--- config.mk ---
export PLATFORM = sky130hd
export DESIGN_NAME = pc_fetch
export DESIGN_NICKNAME = d
export VERILOG_FILES = /design/src/rtl/pc_fetch.sv
export SDC_FILE = /design/constraint.sdc
export NUM_CORES = 1
export LEC_CHECK = 0
export ABC_AREA = 0
export BUFFER_PORTS_ARGS = -buffer_cell sky130_fd_sc_hd__buf_2
export CAP_MARGIN = 25
export CORE_MARGIN = 2
export CORE_UTILIZATION = 55
export CTS_CLUSTER_DIAMETER = 50
export DETAILED_ROUTE_END_ITERATION = 10
export PLACE_DENSITY = 0.79
export SYNTH_ARGS = -nofsm -noshare
export SYNTH_HDL_FRONTEND = slang
export SYNTH_SLANG_ARGS = --single-unit
--- constraint.sdc ---
create_clock -name clk_100MHz -period 3.1 [get_ports clk_100MHz]
set_clock_uncertainty 0.05 [all_clocks]
set_input_delay 0.465 -clock clk_100MHz [delete_from_list [all_inputs] [get_ports clk_100MHz]]
set_output_delay 0.465 -clock clk_100MHz [all_outputs]
set_load 0.05 [all_outputs]
--- src/rtl/pc_fetch.sv ---
// pc_fetch: program counter and in-order instruction fetch front end.
// Issues requests to instruction memory and buffers responses in a 2-entry FIFO.
// It presents {pc, inst, valid} to IF/ID and honours stall and redirect.
// Optional feature: define PC_ALIGN_CHECK_EN to force word-aligned jump
// targets and to pulse misalign_o.
// Ports:
//   clk_100MHz, arst_n              clock, async active-low reset
//   hold_ena_i                      global stall
//   jump_ena_i, jump_addr_i         redirect strobe and target
//   imem_req_o, imem_addr_o         fetch request (req & ready = accept)
//   imem_ready_i                    memory accepts the request
//   imem_rvalid_i, imem_rdata_i     in-order fetch response
//   if_valid_o, if_pc_o, if_inst_o  registered instruction to IF/ID
//   misalign_o                      misaligned-jump pulse
module pc_fetch #(
    parameter int unsigned       ADDR_W   = 32,
    parameter logic [ADDR_W-1:0] RESET_PC = '0,
    parameter logic [31:0]       NOP_INST = 32'h0000_0013
) (
    input  logic              clk_100MHz,
    input  logic              arst_n,
    input  logic              hold_ena_i,
    input  logic              jump_ena_i,
    input  logic [ADDR_W-1:0] jump_addr_i,
    output logic              imem_req_o,
    output logic [ADDR_W-1:0] imem_addr_o,
    input  logic              imem_ready_i,
    input  logic              imem_rvalid_i,
    input  logic [31:0]       imem_rdata_i,
    output logic              if_valid_o,
    output logic [ADDR_W-1:0] if_pc_o,
    output logic [31:0]       if_inst_o,
    output logic              misalign_o
);

    typedef enum logic [1:0] {IDLE, RUN, FLUSH} state_t;

    state_t            state_q, state_d;
    logic [ADDR_W-1:0] pc_q;
    logic [1:0]        out_cnt_q, fifo_cnt_q, drop_cnt_q, drop_nxt;
    logic [1:0]        tag_cnt_q;
    logic [ADDR_W-1:0] tag0_q, tag1_q;
    logic [ADDR_W-1:0] fpc0_q, fpc1_q;
    logic [31:0]       fin0_q, fin1_q;
    logic [ADDR_W-1:0] jmp_target;

    logic accept, rsp, rsp_live, credit_ok;
    logic fifo_pop, fifo_push, bypass, tag_pop;

    assign imem_addr_o = pc_q;
    assign accept      = imem_req_o & imem_ready_i;
    // A response with nothing outstanding is stale (e.g. from before reset).
    assign rsp         = imem_rvalid_i & (out_cnt_q != 2'd0);
    assign rsp_live    = rsp & (drop_cnt_q == 2'd0) & ~jump_ena_i;
    // In-flight plus buffered never exceeds the FIFO depth.
    assign credit_ok   = ({1'b0, out_cnt_q} + {1'b0, fifo_cnt_q}) < 3'd2;
    assign fifo_pop    = ~jump_ena_i & ~hold_ena_i & (fifo_cnt_q != 2'd0);
    assign fifo_push   = rsp_live & (hold_ena_i | (fifo_cnt_q != 2'd0));
    assign bypass      = rsp_live & ~hold_ena_i & (fifo_cnt_q == 2'd0);
    // Tags only exist for responses that will be kept.
    assign tag_pop     = rsp & (drop_cnt_q == 2'd0);

`ifdef PC_ALIGN_CHECK_EN
    logic misalign_q;
    assign jmp_target = {jump_addr_i[ADDR_W-1:2], 2'b00};
    assign misalign_o = misalign_q;
    always_ff @(posedge clk_100MHz or negedge arst_n) begin
        if (!arst_n) misalign_q <= 1'b0;
        else         misalign_q <= jump_ena_i & (jump_addr_i[1:0] != 2'b00);
    end
`else
    assign jmp_target = jump_addr_i;
    assign misalign_o = 1'b0;
`endif

    // Responses still owed by memory that belong to the old path.
    always_comb begin
        drop_nxt = drop_cnt_q;
        if (jump_ena_i)
            drop_nxt = out_cnt_q - {1'b0, rsp};
        else if (rsp && drop_cnt_q != 2'd0)
            drop_nxt = drop_cnt_q - 2'd1;
    end

    always_ff @(posedge clk_100MHz or negedge arst_n) begin
        if (!arst_n) state_q <= IDLE;
        else         state_q <= state_d;
    end

    always_comb begin
        state_d = state_q;
        unique case (state_q)
            IDLE:    state_d = RUN;
            RUN:     state_d = (jump_ena_i && drop_nxt != 2'd0) ? FLUSH : RUN;
            FLUSH:   state_d = (drop_nxt == 2'd0) ? RUN : FLUSH;
            default: state_d = IDLE;
        endcase
    end

    always_comb begin
        imem_req_o = (state_q != IDLE) & ~hold_ena_i & ~jump_ena_i & credit_ok;
    end

    always_ff @(posedge clk_100MHz or negedge arst_n) begin
        if (!arst_n) begin
            pc_q       <= RESET_PC;
            out_cnt_q  <= 2'd0;
            drop_cnt_q <= 2'd0;
        end else begin
            out_cnt_q  <= out_cnt_q + {1'b0, accept} - {1'b0, rsp};
            drop_cnt_q <= drop_nxt;
            if (jump_ena_i)  pc_q <= jmp_target;
            else if (accept) pc_q <= pc_q + ADDR_W'(4);
        end
    end

    always_ff @(posedge clk_100MHz or negedge arst_n) begin
        if (!arst_n) begin
            tag_cnt_q <= 2'd0;
            tag0_q    <= '0;
            tag1_q    <= '0;
        end else if (jump_ena_i) begin
            tag_cnt_q <= 2'd0;
        end else begin
            case ({accept, tag_pop})
                2'b10: begin
                    if (tag_cnt_q == 2'd0) tag0_q <= pc_q;
                    else                   tag1_q <= pc_q;
                    tag_cnt_q <= tag_cnt_q + 2'd1;
                end
                2'b01: begin
                    tag0_q    <= tag1_q;
                    tag_cnt_q <= tag_cnt_q - 2'd1;
                end
                2'b11: begin
                    if (tag_cnt_q == 2'd1) begin
                        tag0_q <= pc_q;
                    end else begin
                        tag0_q <= tag1_q;
                        tag1_q <= pc_q;
                    end
                end
                default: ;
            endcase
        end
    end

    always_ff @(posedge clk_100MHz or negedge arst_n) begin
        if (!arst_n) begin
            fifo_cnt_q <= 2'd0;
            fpc0_q     <= '0;
            fpc1_q     <= '0;
            fin0_q     <= '0;
            fin1_q     <= '0;
        end else if (jump_ena_i) begin
            fifo_cnt_q <= 2'd0;
        end else begin
            case ({fifo_push, fifo_pop})
                2'b10: begin
                    if (fifo_cnt_q == 2'd0) begin
                        fpc0_q <= tag0_q;
                        fin0_q <= imem_rdata_i;
                    end else begin
                        fpc1_q <= tag0_q;
                        fin1_q <= imem_rdata_i;
                    end
                    fifo_cnt_q <= fifo_cnt_q + 2'd1;
                end
                2'b01: begin
                    fpc0_q     <= fpc1_q;
                    fin0_q     <= fin1_q;
                    fifo_cnt_q <= fifo_cnt_q - 2'd1;
                end
                2'b11: begin
                    if (fifo_cnt_q == 2'd1) begin
                        fpc0_q <= tag0_q;
                        fin0_q <= imem_rdata_i;
                    end else begin
                        fpc0_q <= fpc1_q;
                        fin0_q <= fin1_q;
                        fpc1_q <= tag0_q;
                        fin1_q <= imem_rdata_i;
                    end
                end
                default: ;
            endcase
        end
    end

    always_ff @(posedge clk_100MHz or negedge arst_n) begin
        if (!arst_n) begin
            if_valid_o <= 1'b0;
            if_pc_o    <= '0;
            if_inst_o  <= NOP_INST;
        end else if (jump_ena_i) begin
            if_valid_o <= 1'b0;
            if_inst_o  <= NOP_INST;
        end else if (!hold_ena_i) begin
            if (fifo_pop) begin
                if_valid_o <= 1'b1;
                if_pc_o    <= fpc0_q;
                if_inst_o  <= fin0_q;
            end else if (bypass) begin
                if_valid_o <= 1'b1;
                if_pc_o    <= tag0_q;
                if_inst_o  <= imem_rdata_i;
            end else begin
                if_valid_o <= 1'b0;
                if_inst_o  <= NOP_INST;
            end
        end
    end

endmodule

# After elaboration in Yosys (flattened, before gate mapping)
# Index checks and enable logic that the tools add are counted.
[op_classes] bitwise_logic=15 order_cmp=1 n_reduce_logical=25 n_addsub=10 n_mux=39 eq_ne=17
[ops] op="$mux 32" n=20
[ops] op="$pmux 32 s3" n=3
[ops] op="$pmux 32 s2" n=3
[ops] op="$add 32x3->32 const B" n=1
[ops] op="$reduce_bool 2->1" n=9
[ops] op="$and 1x1->1" n=12
[ops] op="$mux 2" n=6
[ops] op="$ne 2x2->1 const B" n=6
[ops] op="$reduce_bool 3->1" n=4
[ops] op="$eq 2x1->1 const B" n=5
[ops] op="$eq 2x2->1 const B" n=5
[ops] op="$logic_not 2->1" n=5
[ops] op="$reduce_and 3->1" n=3
[ops] op="$pmux 2 s2" n=2
[ops] op="$reduce_and 4->1" n=2
[ops] op="$pmux 2 s3" n=1
[ops] op="$sub 2x1->2 const B" n=3
[ops] op="$add 2x1->2 const B" n=2
[ops] op="$mux 1" n=4
[ops] op="$sub 2x1->2" n=2
[ops] op="$add 2x2->3" n=1
[ops] op="$lt 3x2->1 const B" n=1
[ops] op="$add 2x1->2" n=1
[ops] op="$logic_and 1x1->1" n=2
[ops] op="other kinds (3)" n=4
[totals] out_inout_bits=99 register_bits=299

# Logic depth before layout (Yosys ltp)
[depth] word_depth=10 mapped_depth=11 depth_no_buf=7

# Worst setup path before layout
# OpenSTA, ideal clock, no wires.
[synth_path] path_type="register to register" from="register out_cnt_q[0]" to="register pc_q[28], in the netlist imem_addr_o[28]" synth_period_minus_slack_ps=2522 t_arrival_ps=2386 setup_ps=87 stages_incl_launch_ff=11 slack_ps=578 cell_sequence="dfrtp_1 -> buf_2 -> and2_1 -> fa_1 -> nor4_2 -> and3_1 -> buf_4 -> buf_6 -> nand3_4 -> or4_1 -> o211ai_1"
[synth_between] elab_chain_cells=5
[synth_rtl] element="from (decl)" line_no="40" text="logic [1:0] out_cnt_q, fifo_cnt_q, drop_cnt_q, drop_nxt;"
[synth_rtl] element="from (signal assigned)" line_no="110" text="out_cnt_q <= out_cnt_q + {1'b0, accept} - {1'b0, rsp};"
[synth_rtl] element="$add 2x2->3" line_no="56" text="assign credit_ok = ({1'b0, out_cnt_q} + {1'b0, fifo_cnt_q}) < 3'd2;"
[synth_rtl] element="$lt 3x2->1" line_no="56"
[synth_rtl] element="$and 1x1->1" line_no="101" text="imem_req_o = (state_q != IDLE) & ~hold_ena_i & ~jump_ena_i & credit_ok;"
[synth_rtl] element="$and 1x1->1" line_no="51" text="assign accept = imem_req_o & imem_ready_i;"
[synth_rtl] element="$reduce_bool 2->1 (no line)"
[synth_rtl] element="to (signal assigned)" line_no="112" text="if (jump_ena_i) pc_q <= jmp_target;"
[synth_rtl] element="to (signal assigned)" line_no="113" text="else if (accept) pc_q <= pc_q + ADDR_W'(4);"
[synth_rtl] element="to (decl)" line_no="39" text="logic [ADDR_W-1:0] pc_q;"
# No other way between the ends.
# A chain may end at the register's enable or synchronous reset.

# Final worst setup path
[layout_path] from="register out_cnt_q[1]" to="register pc_q[18], in the netlist imem_addr_o[18]"
# Same word-level chain as after synthesis.

==> impl_metrics.toml <==
[cells_and_area]
final_layout_size_suffix_gt1_frac = 0.242
instances_no_fill = 1745
diodes = 0
final_nets = 1475
final_util = 0.645
syn_to_final_growth_pct = 16.1

[synthesis]
synth_common_cells = "296 x dfrtp_1, 190 x nand2_1, 149 x nor2_1, 82 x mux2_2, 72 x a21oi_1"
yosys-top-cells-area = "dfrtp_1 55%, mux2_2 6.9%, nand2_1 5.3%"
synth.yosys.warnings = 0
synth-seq-area-share = 0.559
ys_types = 60
ys.flop_type = "dfrtp_1"
syn_inst = 1260
syn-num-nets = 1338
synth_top_area_frac = 0.553
synthArstFlopShare = 1.00
synth.ff_latch_count = 299
synth_enable_flop_cells = 0
yosysMostFrequentCell = "dfrtp_1"
synth_top_cell_by_area = "dfrtp_1"
syn_area_um2 = 13400
syn_area_per_cell_um2 = 10.6

[sta]
relSlewSlack = 0.458
hold_viol = 0
fin_crit_sh = 0.909
grt_setup_unrepaired = "no"
tightest_slew_ps = 810
min_period_ps = 2820
drv_slew = 0
max_freq_ghz = 0.355
finalSetupViolCount = 0
tns_ps = 0

[drt]
drc = 0
wl_per_cell_um = 17.8
wl_um = 31100
ant_nets = 0
vias = 10200
dr.pass1.iters = 5
drt_iter0_markers = 984
via_per_inst = 5.86

[global_routing]
antenna_found_initial = 0
grt_usage = 0.243
grt_pass1_vias = 10400
grt_pass1_wl_um = 51500
grt_start_max_net_pins = 105
grt_overflow_total = 0

[setup_path]
ff2ff_setup_slack_ps = 280
worst-r2r-cell-count = 7
worstSetupPathType = "reg -> reg"
required_ps = 3480
end_kind = "flip-flop"
cp.arrival_ps = 3200
r2r_start = "out_cnt_q[1]"
reg2reg_to = "imem_addr_o[18]"
crit_fanout = 20
cp-start-kind = "flip-flop"

[floorplan]
die-area_um2 = 25600
die_h_um = 160
core_area_um2 = 24100
die-width_um = 160
start_util = 0.555
rows = 57
ios = 169

[min_path]
hp-start = "jump_addr_i[3]"
whs_endpoint = "imem_addr_o[3]"
hold_class = "in -> reg"
hold_depth = 3

[clock_network]
clk_pin_slew_ps = 60
root_buffer = "clkbuf_16"
numCtsBuffers = 31
cts_sinks = 299
htree_levels = 1
post_cts_buffers = 0
cts_tree = "done"
cts_max_path_buffers = 3
clk_latency_ps = 540

[placed_design]
place_congestion = 0.866
portBuffers = 167
dp.cells = 1687
dp_hpwl_um = 19500

[power_and_ir_drop]
max-vdd-ir-drop_uv = 491
power_density_nw_per_um2 = 1050
p_leak_nw = 7.56

[run]
cap_violations = 0

[status]
status = "completed"
==> metal layers <==
layer / vias up / wire (um) / global-route usage
li1: 4727 / - / -
met1: 5072 / 14000 / 0.352
met2: 379 / 14500 / 0.388
met3: 52 / 2050 / 0.0366
met4: 0 / 492 / 0.0655
met5: - / 0 / 0
==> cell type report <==
cell class / instances / area (um^2)
repair buffers: 191 / 1130
well taps: 324 / 405
clock inverters: 9 / 80.1
fillers: 1895 / 8570
inverters: 43 / 161
multi-input cells: 831 / 5340
flip-flops and latches: 299 / 7490
clock buffers: 48 / 940
==> power by group <==
part / switching [W] / internal, W
combinational: 0.00375 / 0.00212
clock: 0.00150 / 0.00216
sequential: 0.00119 / 0.00558
total: 0.00644 / 0.00986
==> flip-flops by register name (all words and copies together), names as in the netlist, 32 cells and up <==
signal,count
tag0_q,32
fin0_q,32
tag1_q,32
fpc0_q,32
if_pc_o,32
fin1_q,32
if_inst_o,32
imem_addr_o,32
fpc1_q,32
==> stage by stage <==
step	hold WS [ps]	power, W	setup WS, ps	instance area, um^2
2_1_floorplan	119	0.0110	578	13400
3_3_place_gp	412	0.0123	367	14500
3_5_place_dp	422	0.0126	266	14500
4_1_cts	70.2	0.0164	216	15500
5_1_grt	84.5	0.0173	64.3	15500
6_report	79.4	0.0163	281	15500
==> worst max path at each step <==
stage                              from               to  slack, ps  cells after the start
after floorplan            out_cnt_q[0]  imem_addr_o[28]        580                     10
after global placement     out_cnt_q[1]  imem_addr_o[28]        370                      7
after detailed placement   out_cnt_q[1]  imem_addr_o[21]        270                      7
after CTS                  out_cnt_q[1]  imem_addr_o[18]        220                      7
after global routing      fifo_cnt_q[0]  imem_addr_o[18]         60                      8
final                      out_cnt_q[1]  imem_addr_o[18]        280                      7
==> critical path, stage by stage, from the launching register on <==
cell      delay, ps
dfrtp_2         490
fa_1            570
nor4_2           60
and3_2          280
buf_4           230
nor2_1          640
o21ai_0         240
o311ai_0        130
==> cells by family after synthesis <==
group                      synth area share
xor gates and xnor gates            0.00589
adders and majority gates           0.00804
DFF                                   0.559
muxes                                 0.130
other                              0.000280
AOI/OAI and AO/OA                     0.123
buffers and inverters                0.0456
and+or+nand+nor                       0.128
==> cell usage in the layout (no fill, tap or decap), types with 3 or more instances in the layout <==
master and n:
a211oi_1 3, a21oi_1 71, a221o_1 3, a222oi_1 29, a31o_2 3, a31oi_1 69, and2_1 3, and3_1 7
buf_12 8, buf_2 166, buf_4 15, clkbuf_1 7, clkbuf_16 31, clkbuf_8 10, clkinv_2 5, dfrtp_1 295
dfstp_2 3, ha_1 7, inv_1 43, mux2_1 11, mux2_2 82, mux2i_1 69, nand2_1 190, nand3_1 13
nand4_1 11, nor2_1 148, nor3_1 6, o211ai_1 13, o21ai_0 26, o311ai_0 7, or3_1 6, or4_1 3
xnor2_1 5, xor2_1 4
==> what timing repair did <==
| action | 4_1_cts | 5_1_grt |
|---|---|---|
| hold endpoints to repair | 67 | 0 |
| gates resized for setup | 0 | 2 |
| hold buffers | 1 | 0 |
| setup endpoints to repair | 0 | 1 |
Power figures use the tool's default switching activity.
